==> src/rtl/seg_pkg.sv <==
// Shared constants for the seven-segment scan display.
// Segment glyph table, blank codes and the decimal-point bit position.
package seg_pkg;

  localparam logic [7:0] SEG_BLANK = 8'hFF;
  localparam logic [3:0] AN_OFF    = 4'hF;
  localparam int         DP_BIT    = 7;

  // Active-low {g,f,e,d,c,b,a} glyphs for hex digits 0..F.
  localparam logic [6:0] GLYPH [16] = '{
    7'h40, 7'h79, 7'h24, 7'h30,
    7'h19, 7'h12, 7'h02, 7'h78,
    7'h00, 7'h10, 7'h08, 7'h03,
    7'h46, 7'h21, 7'h06, 7'h0E
  };

endpackage

==> src/rtl/seg_scan_display_hex_to_seg.sv <==
// Nibble to active-low seven-segment glyph.
// Purely combinational; shared with the ALU top.
import seg_pkg::*;

module hex_to_seg (
  input  logic [3:0] i_nib,
  output logic [6:0] o_seg
);

  assign o_seg = GLYPH[i_nib];

endmodule

==> src/rtl/seg_scan_display.sv <==
// Snapshots an ALU result and scans one 16-bit page onto a 4-digit display.
// Optional LEADING_ZERO_BLANK_EN blanks leading zero digits of the page.
import seg_pkg::*;

module seg_scan_display #(
  parameter int SCAN_DIV = 50000,
  parameter int DIV_W    = 16
) (
  input  logic        clk,
  input  logic        rst,
  input  logic [31:0] result,
  input  logic        ovf,
  input  logic        load,
  input  logic        page_btn,
  output logic [3:0]  AN,
  output logic [7:0]  seg
);

  logic [31:0]      r_snap;
  logic             r_snap_ovf;
  logic             r_page;
  logic [DIV_W-1:0] r_div_cnt;
  logic [1:0]       r_idx;
  logic [1:0]       r_sync;
  logic             r_sync_d;

  logic        w_btn_rise;
  logic        w_wrap;
  logic [15:0] w_win;
  logic [15:0] w_shift;
  logic [6:0]  w_glyph;
  logic        w_dp;
  logic        w_blank;
  logic [3:0]  w_an;
  logic [7:0]  w_seg;

  assign w_btn_rise = r_sync[1] & ~r_sync_d;
  assign w_wrap     = (r_div_cnt == DIV_W'(SCAN_DIV - 1));

  assign w_win   = r_page ? r_snap[31:16] : r_snap[15:0];
  assign w_shift = w_win >> {r_idx, 2'b00};

  assign w_dp = ((r_idx == 2'd3) && r_page) ||
                ((r_idx == 2'd0) && r_snap_ovf);

`ifdef LEADING_ZERO_BLANK_EN
  // Slot is a leading zero when it and every higher nibble are zero.
  assign w_blank = (r_idx != 2'd0) && (w_shift == 16'h0) && !w_dp;
`else
  assign w_blank = 1'b0;
`endif

  hex_to_seg u_hex (
    .i_nib (w_shift[3:0]),
    .o_seg (w_glyph)
  );

  always_comb begin
    w_an  = ~(4'b0001 << r_idx);
    w_seg = {~w_dp, w_glyph};
    if (w_blank) begin
      w_an  = AN_OFF;
      w_seg = SEG_BLANK;
    end
  end

  always_ff @(posedge clk) begin
    if (rst) begin
      r_snap     <= '0;
      r_snap_ovf <= 1'b0;
      r_page     <= 1'b0;
      r_div_cnt  <= '0;
      r_idx      <= '0;
      r_sync     <= '0;
      r_sync_d   <= 1'b0;
      AN         <= AN_OFF;
      seg        <= SEG_BLANK;
    end else begin
      r_sync   <= {r_sync[0], page_btn};
      r_sync_d <= r_sync[1];
      if (w_btn_rise)
        r_page <= ~r_page;
      if (load) begin
        r_snap     <= result;
        r_snap_ovf <= ovf;
      end
      if (w_wrap) begin
        r_div_cnt <= '0;
        r_idx     <= r_idx + 2'd1;
      end else begin
        r_div_cnt <= r_div_cnt + 1'b1;
      end
      AN  <= w_an;
      seg <= w_seg;
    end
  end

endmodule

==> config.mk <==
export PLATFORM = sky130hd
export DESIGN_NAME = seg_scan_display
export DESIGN_NICKNAME = d
export VERILOG_FILES = /design/src/rtl/seg_pkg.sv /design/src/rtl/seg_scan_display_hex_to_seg.sv /design/src/rtl/seg_scan_display.sv
export SDC_FILE = /design/constraint.sdc
export NUM_CORES = 1
export LEC_CHECK = 0
export ABC_AREA = 1
export CORE_MARGIN = 4
export CORE_UTILIZATION = 50
export DETAILED_ROUTE_END_ITERATION = 10
export PLACE_DENSITY = 0.82
export SLEW_MARGIN = 20
export SYNTH_ARGS = -nofsm -noshare
export SYNTH_HDL_FRONTEND = slang
export SYNTH_SLANG_ARGS = --single-unit
==> constraint.sdc <==
create_clock -name clk -period 3.07 [get_ports clk]
set_input_delay 0.921 -clock clk [delete_from_list [all_inputs] [get_ports clk]]
set_output_delay 0.921 -clock clk [all_outputs]
set_load 0.05 [all_outputs]
==> results of run 1 <==
## metrics by stage
stage | util | power [mW]
6_report | 0.644 | 1.99
5_1_grt | 0.644 | 2.08
4_1_cts | 0.644 | 2.01
3_5_place_dp | 0.608 | 1.25
3_3_place_gp | 0.608 | 1.25
2_1_floorplan | - | 1.15
## report_power, final
part	internal, mW	leakage, nW	switching, mW
Clock	0.439	0.108	0.321
Sequential	0.918	0.553	0.0168
Combinational	0.122	0.972	0.177
## layout make-up
class	instances	area, sq um
clock inverters	4	47.5
multi-input cells	286	1440
fillers	541	2120
flip-flops and latches	67	1340
repair buffers	52	523
well taps	75	93.8
inverters	59	221
clock buffers	12	165
## cells by family after synthesis
kind of cell,after synthesis,synth area share
AND/OR/NAND/NOR,199,0.292
adder cells (fa/ha/maj),11,0.0445
XOR/XNOR,4,0.0113
AO/OA/AOI/OAI,72,0.118
buffers and inverters,75,0.100
flip-flops,67,0.433
## per-layer routing
layer  vias up  wire length (microns)  GRT usage
met3         9                    331     0.0542
met4         0                     64     0.0694
li1       1447                      -          -
met1      1213                   2790      0.204
met2        71                   3150      0.318
met5         -                      0          0
## worst paths after layout
check / end / slack [ps] / cells past startpoint
min reg2reg: r_sync[1] / 400 / 2
max reg2reg: seg[0] / 1040 / 12
max: AN[0] / 670 / 1
min: r_sync[1] / 400 / 2
## synthesized netlist by cell type, drive strengths merged
library cell | number | area, sq um
a21oi | 36 | 180
a31oi | 1 | 6.26
buf | 9 | 62.6
clkbuf | 7 | 26.3
clkinv | 1 | 3.75
dfxtp | 67 | 1340
ha | 11 | 138
inv | 58 | 218
nand2 | 93 | 372
nand3 | 41 | 265
nand4 | 5 | 31.3
nor2 | 54 | 203
nor3 | 3 | 15.0
nor4 | 1 | 6.26
o21ai | 35 | 179
or2 | 2 | 12.5
xnor2 | 1 | 8.76
xor2 | 3 | 26.3
## flip-flops by register name, summed over array words and instances (netlist names)
| name | cells |
|---|---|
| r_div_cnt | 16 |
| r_snap_ovf | 1 |
| AN | 4 |
| r_sync | 2 |
| seg | 8 |
| r_idx | 2 |
| r_sync_d | 1 |
| r_page | 1 |
| r_snap | 32 |
==> flow_summary.toml, run 1 <==
[timing]
worst_clock_skew_ps = 13.6
max_freq_mhz = 417
fin_crit_ps = 2400
maxSlewViolCount = 0
setup-tns-final_ps = 0
worst_slack_ps = 674
setup_viol = 0
rsz0062_at_grt = "false"
worst_slew_pin_slew_ps = 494
relSlewSlack = 0.670
hold_viol = 0
timing.final.crit_share = 0.780
worst_hold_slack_ps = 405

[placement]
hpwl_microns = 4620
gp_congestion = 0.846
post-place-ws_ps = 729
place_area_sq_mm = 0.00362
dp.cells = 539
port_buffers = 48

[synthesis]
synth_warnings = 0
synthDistinctLibCells = 26
synth-seq-cells = 67
syn_inst = 428
syn_area_sq_mm = 0.00309
ys_seq_area_frac = 0.433
syn-num-nets = 476
syn_area_per_cell_sq_um = 7.23

[routing]
vias = 2740
viasPerCell = 4.94
wire_per_inst_microns = 11.4
ant_nets = 0
drc = 0
dr.pass1.iters = 4
drt_iter0_drc = 88
drt-total-wl_microns = 6340

[cts]
insertion_delay_ps = 340
cts_resized = 0
ctsLongestPathBuffers = 2
clockRootBuffer = "clkbuf_8"
htree_levels = 3
cts_buffers = 9
clkSlewWorstSetupHoldPaths_ps = 70
cts_setup_buffers = 0
cts_hold_buf = 0
cts_tree = "yes"
cts.sinks = 67

[worst_setup_path]
cp-startpoint = "AN[0]"
criticalPathCategory = "flip-flop to output pin"
crit_chain = "clkdlybuf4s50_1"
r2r-start = "r_page"
cpLargestDelayFamily = "buffers and inverters"
worstPathRequired_ps = 2150
cp_max_fo = 1
cp_slowest_stage_delay_ps = 800
cp.arrival_ps = 1480
worstSetupStartpointType = "flip-flop"
slowest_stage = "clkdlybuf4s50_1"
crit_buf_inv = 1
crit_path_end_kind = "output pin"

[die]
io_pins = 49
coreArea_sq_mm = 0.00596
die_w_microns = 86.7
die_h_microns = 86.7
start_util = 0.520
dieArea_sq_mm = 0.00751
num_rows = 28

[finish]
drive_gt1_frac = 0.0792
fin_nets = 523
layout.cells.non_filler = 555
layout_common_cells = "nand2_1, dfxtp_1, inv_1, nor2_1, clkdlybuf4s50_1"
layout_commonest_cell = "nand2_1"
insertedDiodeCount = 0
finalInstanceArea_sq_mm = 0.00383
areaGrowthSynthToFinish_pct = 23.9

[worst_hold_path]
min_path_type = "flip-flop to flip-flop"
holdCritStartpoint = "r_sync[0]"

[flow_run]
cap_violations = 0

[power]
peakVddDrop_uv = 376
power.leakage_nw = 1.63
powerDensity_mw_per_mm2 = 520

[global_routing]
grt_overflow = 0
grt_pass1_wl_microns = 10900
antenna_found_initial = 0
track_usage = 0.181
grt_pass1_vias = 2649
grt_max_degree = 59

[outcome]
outcome = "complete, no violations"
No activity file was read; power rests on OpenSTA's default activity.
==> inputs of run 2 (changes only) <==
--- a/config.mk
+++ b/config.mk
@@ -7,7 +7,7 @@
 export LEC_CHECK = 0
 export ABC_AREA = 1
 export CORE_MARGIN = 4
-export CORE_UTILIZATION = 50
+export CORE_UTILIZATION = 48
 export DETAILED_ROUTE_END_ITERATION = 10
 export PLACE_DENSITY = 0.82
 export SLEW_MARGIN = 20
==> constraint.sdc (replaced) <==
create_clock -name clk -period 2 [get_ports clk]
set_input_delay 0.6 -clock clk [delete_from_list [all_inputs] [get_ports clk]]
set_output_delay 0.6 -clock clk [all_outputs]
set_load 0.05 [all_outputs]
==> flow_summary.toml, run 2 (synthesis gave the netlist of run 1 again) <==
[cts]
cts_setup_buffers = 0
ctsLongestPathBuffers = 2
cts_tree = "yes"
insertion_delay_ps = 330
cts_buffers = 9
cts_hold_buf = 0
clkSlewWorstSetupHoldPaths_ps = 60
clockRootBuffer = "clkbuf_8"
htree_levels = 3
cts.sinks = 67

[placement]
gp_congestion = 0.867
place_area_sq_mm = 0.00363
hpwl_microns = 4860
post-place-ws_ps = 65.4
dp.cells = 543
port_buffers = 48

[finish]
layout.cells.non_filler = 559
insertedDiodeCount = 0
areaGrowthSynthToFinish_pct = 25.3
largest_reg_flops = 32
top_register = "r_snap"
fin_nets = 527
layout_commonest_cell = "nand2_1"
finalInstanceArea_sq_mm = 0.00388
drive_gt1_frac = 0.114
layout_common_cells = "nand2_1, dfxtp_1, inv_1, nor2_1"
largestRegisters = "r_snap x32, r_div_cnt x16, seg x8"
fin_util = 0.636

[timing]
relSlewSlack = 0.695
worst_hold_slack_ps = 417
worst_slew_pin_slew_ps = 457
max_freq_mhz = 551
rsz0062_at_grt = "false"
timing.final.crit_share = 0.908
fin_crit_ps = 1820
worst_slack_ps = 185
hold_viol = 0
setup_viol = 0
maxSlewViolCount = 0
setup-tns-final_ps = 0
worst_clock_skew_ps = 10.6

[routing]
drt-total-wl_microns = 6580
vias = 2848
dr.pass1.iters = 7
drt_iter0_drc = 139
ant_nets = 0
wire_per_inst_microns = 11.8
drc = 0
viasPerCell = 5.09

[worst_setup_path]
worstSetupStartpointType = "flip-flop"
cp.arrival_ps = 2030
worstPathRequired_ps = 2210
criticalPathCategory = "flip-flop to flip-flop"
reg2reg_slack_ps = 180
cp_max_fo = 12
crit_path_end_kind = "flip-flop"

[global_routing]
grt_pass1_wl_microns = 11300
grt_overflow = 0
antenna_found_initial = 0
track_usage = 0.182
grt_max_degree = 62
grt_pass1_vias = 2781

[die]
die_w_microns = 88.3
io_pins = 49
dieArea_sq_mm = 0.00780
coreArea_sq_mm = 0.00610
num_rows = 28
die_h_microns = 88.3
start_util = 0.508

[outcome]
outcome = "complete, no violations"

[power]
powerDensity_mw_per_mm2 = 815
power.leakage_nw = 1.67
totalPowerFinal_mw = 3.16
peakVddDrop_uv = 534

[flow_run]
cap_violations = 0

[worst_hold_path]
min_path_type = "flip-flop to flip-flop"
-- run 2: worst max-delay path, cell delays in order, from the launching register on --
cell and delay, ps:
dfxtp_4 410, buf_4 190, nand2_1 70, nand3_1 70, nand3_1 130, o21ai_4 140
inv_1 120, ha_1 230, nand3_1 130, nand2_1 70, nand2_1 60, nand3_1 60
-- run 2: report_power, final --
part | switching (mW) | total [mW] | internal (mW)
Combinational | 0.281 | 0.470 | 0.189
Clock | 0.486 | 1.25 | 0.768
Sequential | 0.0255 | 1.43 | 1.41
Total | 0.792 | 3.16 | 2.37
-- run 2: final timing paths --
check / start / end / cells past startpoint
max: r_page / seg[3] / 11
min: r_sync[0] / r_sync[1] / 2
max reg2reg: r_page / seg[3] / 11
min reg2reg: r_sync[0] / r_sync[1] / 2
-- run 2: repair_timing --
item	in CTS	in global routing
resized for setup	0	4
endpoints found under the setup margin	0	7
hold endpoints to repair	0	0
-- run 2: per-layer routing --
layer / GRT usage / up-vias / routed length [microns]
li1: - / 1458 / -
met2: 0.326 / 72 / 3320
met1: 0.196 / 1308 / 2780
met4: 0.0783 / 0 / 129
met5: 0 / - / 0
met3: 0.0568 / 10 / 351
-- run 2: cell type report --
cell class / count / area, sq um
timing repair buffer: 56 / 536
inverter: 59 / 221
clock buffer: 12 / 155
fill: 542 / 2220
tap: 75 / 93.8
sequential: 67 / 1350
clock inverter: 4 / 72.6
multi-input combinational: 286 / 1450
==> inputs of run 3 (changes only) <==
--- a/config.mk
+++ b/config.mk
@@ -9,6 +9,7 @@
 export CORE_MARGIN = 4
 export CORE_UTILIZATION = 48
 export DETAILED_ROUTE_END_ITERATION = 10
+export GPL_TIMING_DRIVEN = 0
 export PLACE_DENSITY = 0.82
 export SLEW_MARGIN = 20
 export SYNTH_ARGS = -nofsm -noshare
==> flow_summary.toml, run 3 (synthesis gave the netlist of run 1 again) <==
[cts]
clkSlewWorstSetupHoldPaths_ps = 70
cts_buffers = 9
cts.sinks = 67
insertion_delay_ps = 350
htree_levels = 3
clockRootBuffer = "clkbuf_8"
ctsLongestPathBuffers = 2
cts_setup_buffers = 0
cts_tree = "yes"

[power]
combPwrFrac = 0.161
peakVddDrop_uv = 559
switching_share = 0.272
clkPwrFrac = 0.339
powerDensity_mw_per_mm2 = 749
power.leakage_nw = 1.64
internal_power_mw = 2.09
p_seq_frac = 0.500
switching_power_mw = 0.780

[finish]
largest_reg_flops = 32
layout.cells.non_filler = 564
top_register = "r_snap"
largestRegisters = "r_snap x32, r_div_cnt x16, seg x8"
fin_nets = 534
insertedDiodeCount = 0
drive_gt1_frac = 0.0879
areaGrowthSynthToFinish_pct = 23.6
layout_commonest_cell = "nand2_1"
layout_common_cells = "nand2_1, dfxtp_1, inv_1, nor2_1, a21oi_1"
finalInstanceArea_sq_mm = 0.00382

[timing]
worst_clock_skew_ps = 10.2
maxSlewViolCount = 0
worst_slew_pin_slew_ps = 494
fin_crit_ps = 1800
relSlewSlack = 0.672
max_freq_mhz = 557
setup_viol = 0
hold_viol = 0
timing.final.crit_share = 0.898

[placement]
place_area_sq_mm = 0.00366
dp.cells = 550
port_buffers = 47
gp_congestion = 0.903
hpwl_microns = 5150

[routing]
wire_per_inst_microns = 12.1
ant_nets = 0
viasPerCell = 4.98
dr.pass1.iters = 4
drc = 0
drt_iter0_drc = 169
drt-total-wl_microns = 6840
vias = 2808

[global_routing]
grt_overflow = 0
grt_max_degree = 11
grt_pass1_wl_microns = 11500
track_usage = 0.190
antenna_found_initial = 0
grt_pass1_vias = 2772

[worst_hold_path]
min_path_type = "flip-flop to flip-flop"

[worst_setup_path]
crit_chain = "inv_2 > buf_6 > nand2_1 > nand3_1 > nand3_1 > o21ai_4 > inv_1 > ha_1 > nand3_1 > nand2_1 > nand2_1 > nand3_1"
path_common_cell = "nand3_1"
cp_slowest_stage_delay_ps = 340
cp.arrival_ps = 2020
criticalPathCategory = "flip-flop to flip-flop"
crit_buf_inv = 3
slowest_stage = "dfxtp_2"
cpLargestDelayFamily = "simple AND/OR/NAND/NOR gates"
worstSetupStartpointType = "flip-flop"
crit_path_end_kind = "flip-flop"
cp_max_fo = 10
worstPathRequired_ps = 2230

[die]
dieArea_sq_mm = 0.00780
die_h_microns = 88.3
coreArea_sq_mm = 0.00610
start_util = 0.508
num_rows = 28
die_w_microns = 88.3
io_pins = 49

[outcome]
outcome = "complete, no violations"

[flow_run]
cap_violations = 0
==> run 3: changes by cell type in the layout (fill, tap and decap cells not counted), sizes merged, moves of 2 or more <==
cell / change
buf: -12
dlygate4sd2: +12
clkbuf: +7
bufinv: -2
clkinv: +2
==> run 3: final cells by class <==
type                            instances  area (sq um)
Buffer                                 16          91.3
Clock buffer                           11           151
Clock inverter                          3          15.0
Fill cell                             584          2270
Inverter                               59           221
Multi-Input combinational cell        286          1450
Sequential cell                        67          1340
Tap cell                               75          93.8
Timing Repair Buffer                   47           455
==> run 3: timing repair <==
item	4_1_cts	5_1_grt
hold endpoints to repair	0	0
endpoints found under the setup margin	12	4
hold buffers	0	0
gates resized for setup	12	4
==> run 3: tightest hold or removal path, cell delays in order, from the launching register on <==
cell and delay [ps]:
dfxtp_1 300, inv_1 40, nor2_1 30
==> run 3: routing by layer <==
metal  up-vias  wire length, microns  track usage
met5         -                     0            0
li1       1467                     -            -
met2        74                  3380        0.343
met1      1257                  2980        0.204
met4         0                    82       0.0659
met3        10                   391       0.0680
==> run 3: final timing paths <==
check,start,end,slack [ps],cells past startpoint
min,r_sync[0],r_sync[1],410,2
max,r_page,seg[3],200,12
max reg2reg,r_page,seg[3],200,12
min reg2reg,r_sync[0],r_sync[1],410,2
==> run 3: per-stage QoR <==
step / util / hold slack [ps] / power [mW] / TNS [ps] / worst slack [ps]
floorplan: - / 388 / 1.77 / 0 / 403
global placement: 0.600 / 398 / 1.92 / -284 / -39.6
detailed placement: 0.600 / 401 / 1.94 / -507 / -96.7
CTS: 0.625 / 413 / 2.89 / 0 / 112
global route: 0.627 / 430 / 3.01 / -1.63 / -1.63
finish: 0.627 / 410 / 2.87 / 0 / 204
==> run 3: power groups by stage <==
stage	logic (mW)	clock network [mW]	registers, mW
floorplan	0.233	0	1.53
global placement	0.462	0	1.46
detailed placement	0.473	0	1.46
CTS	0.461	0.998	1.43
global route	0.518	1.05	1.44
finish	0.462	0.970	1.43
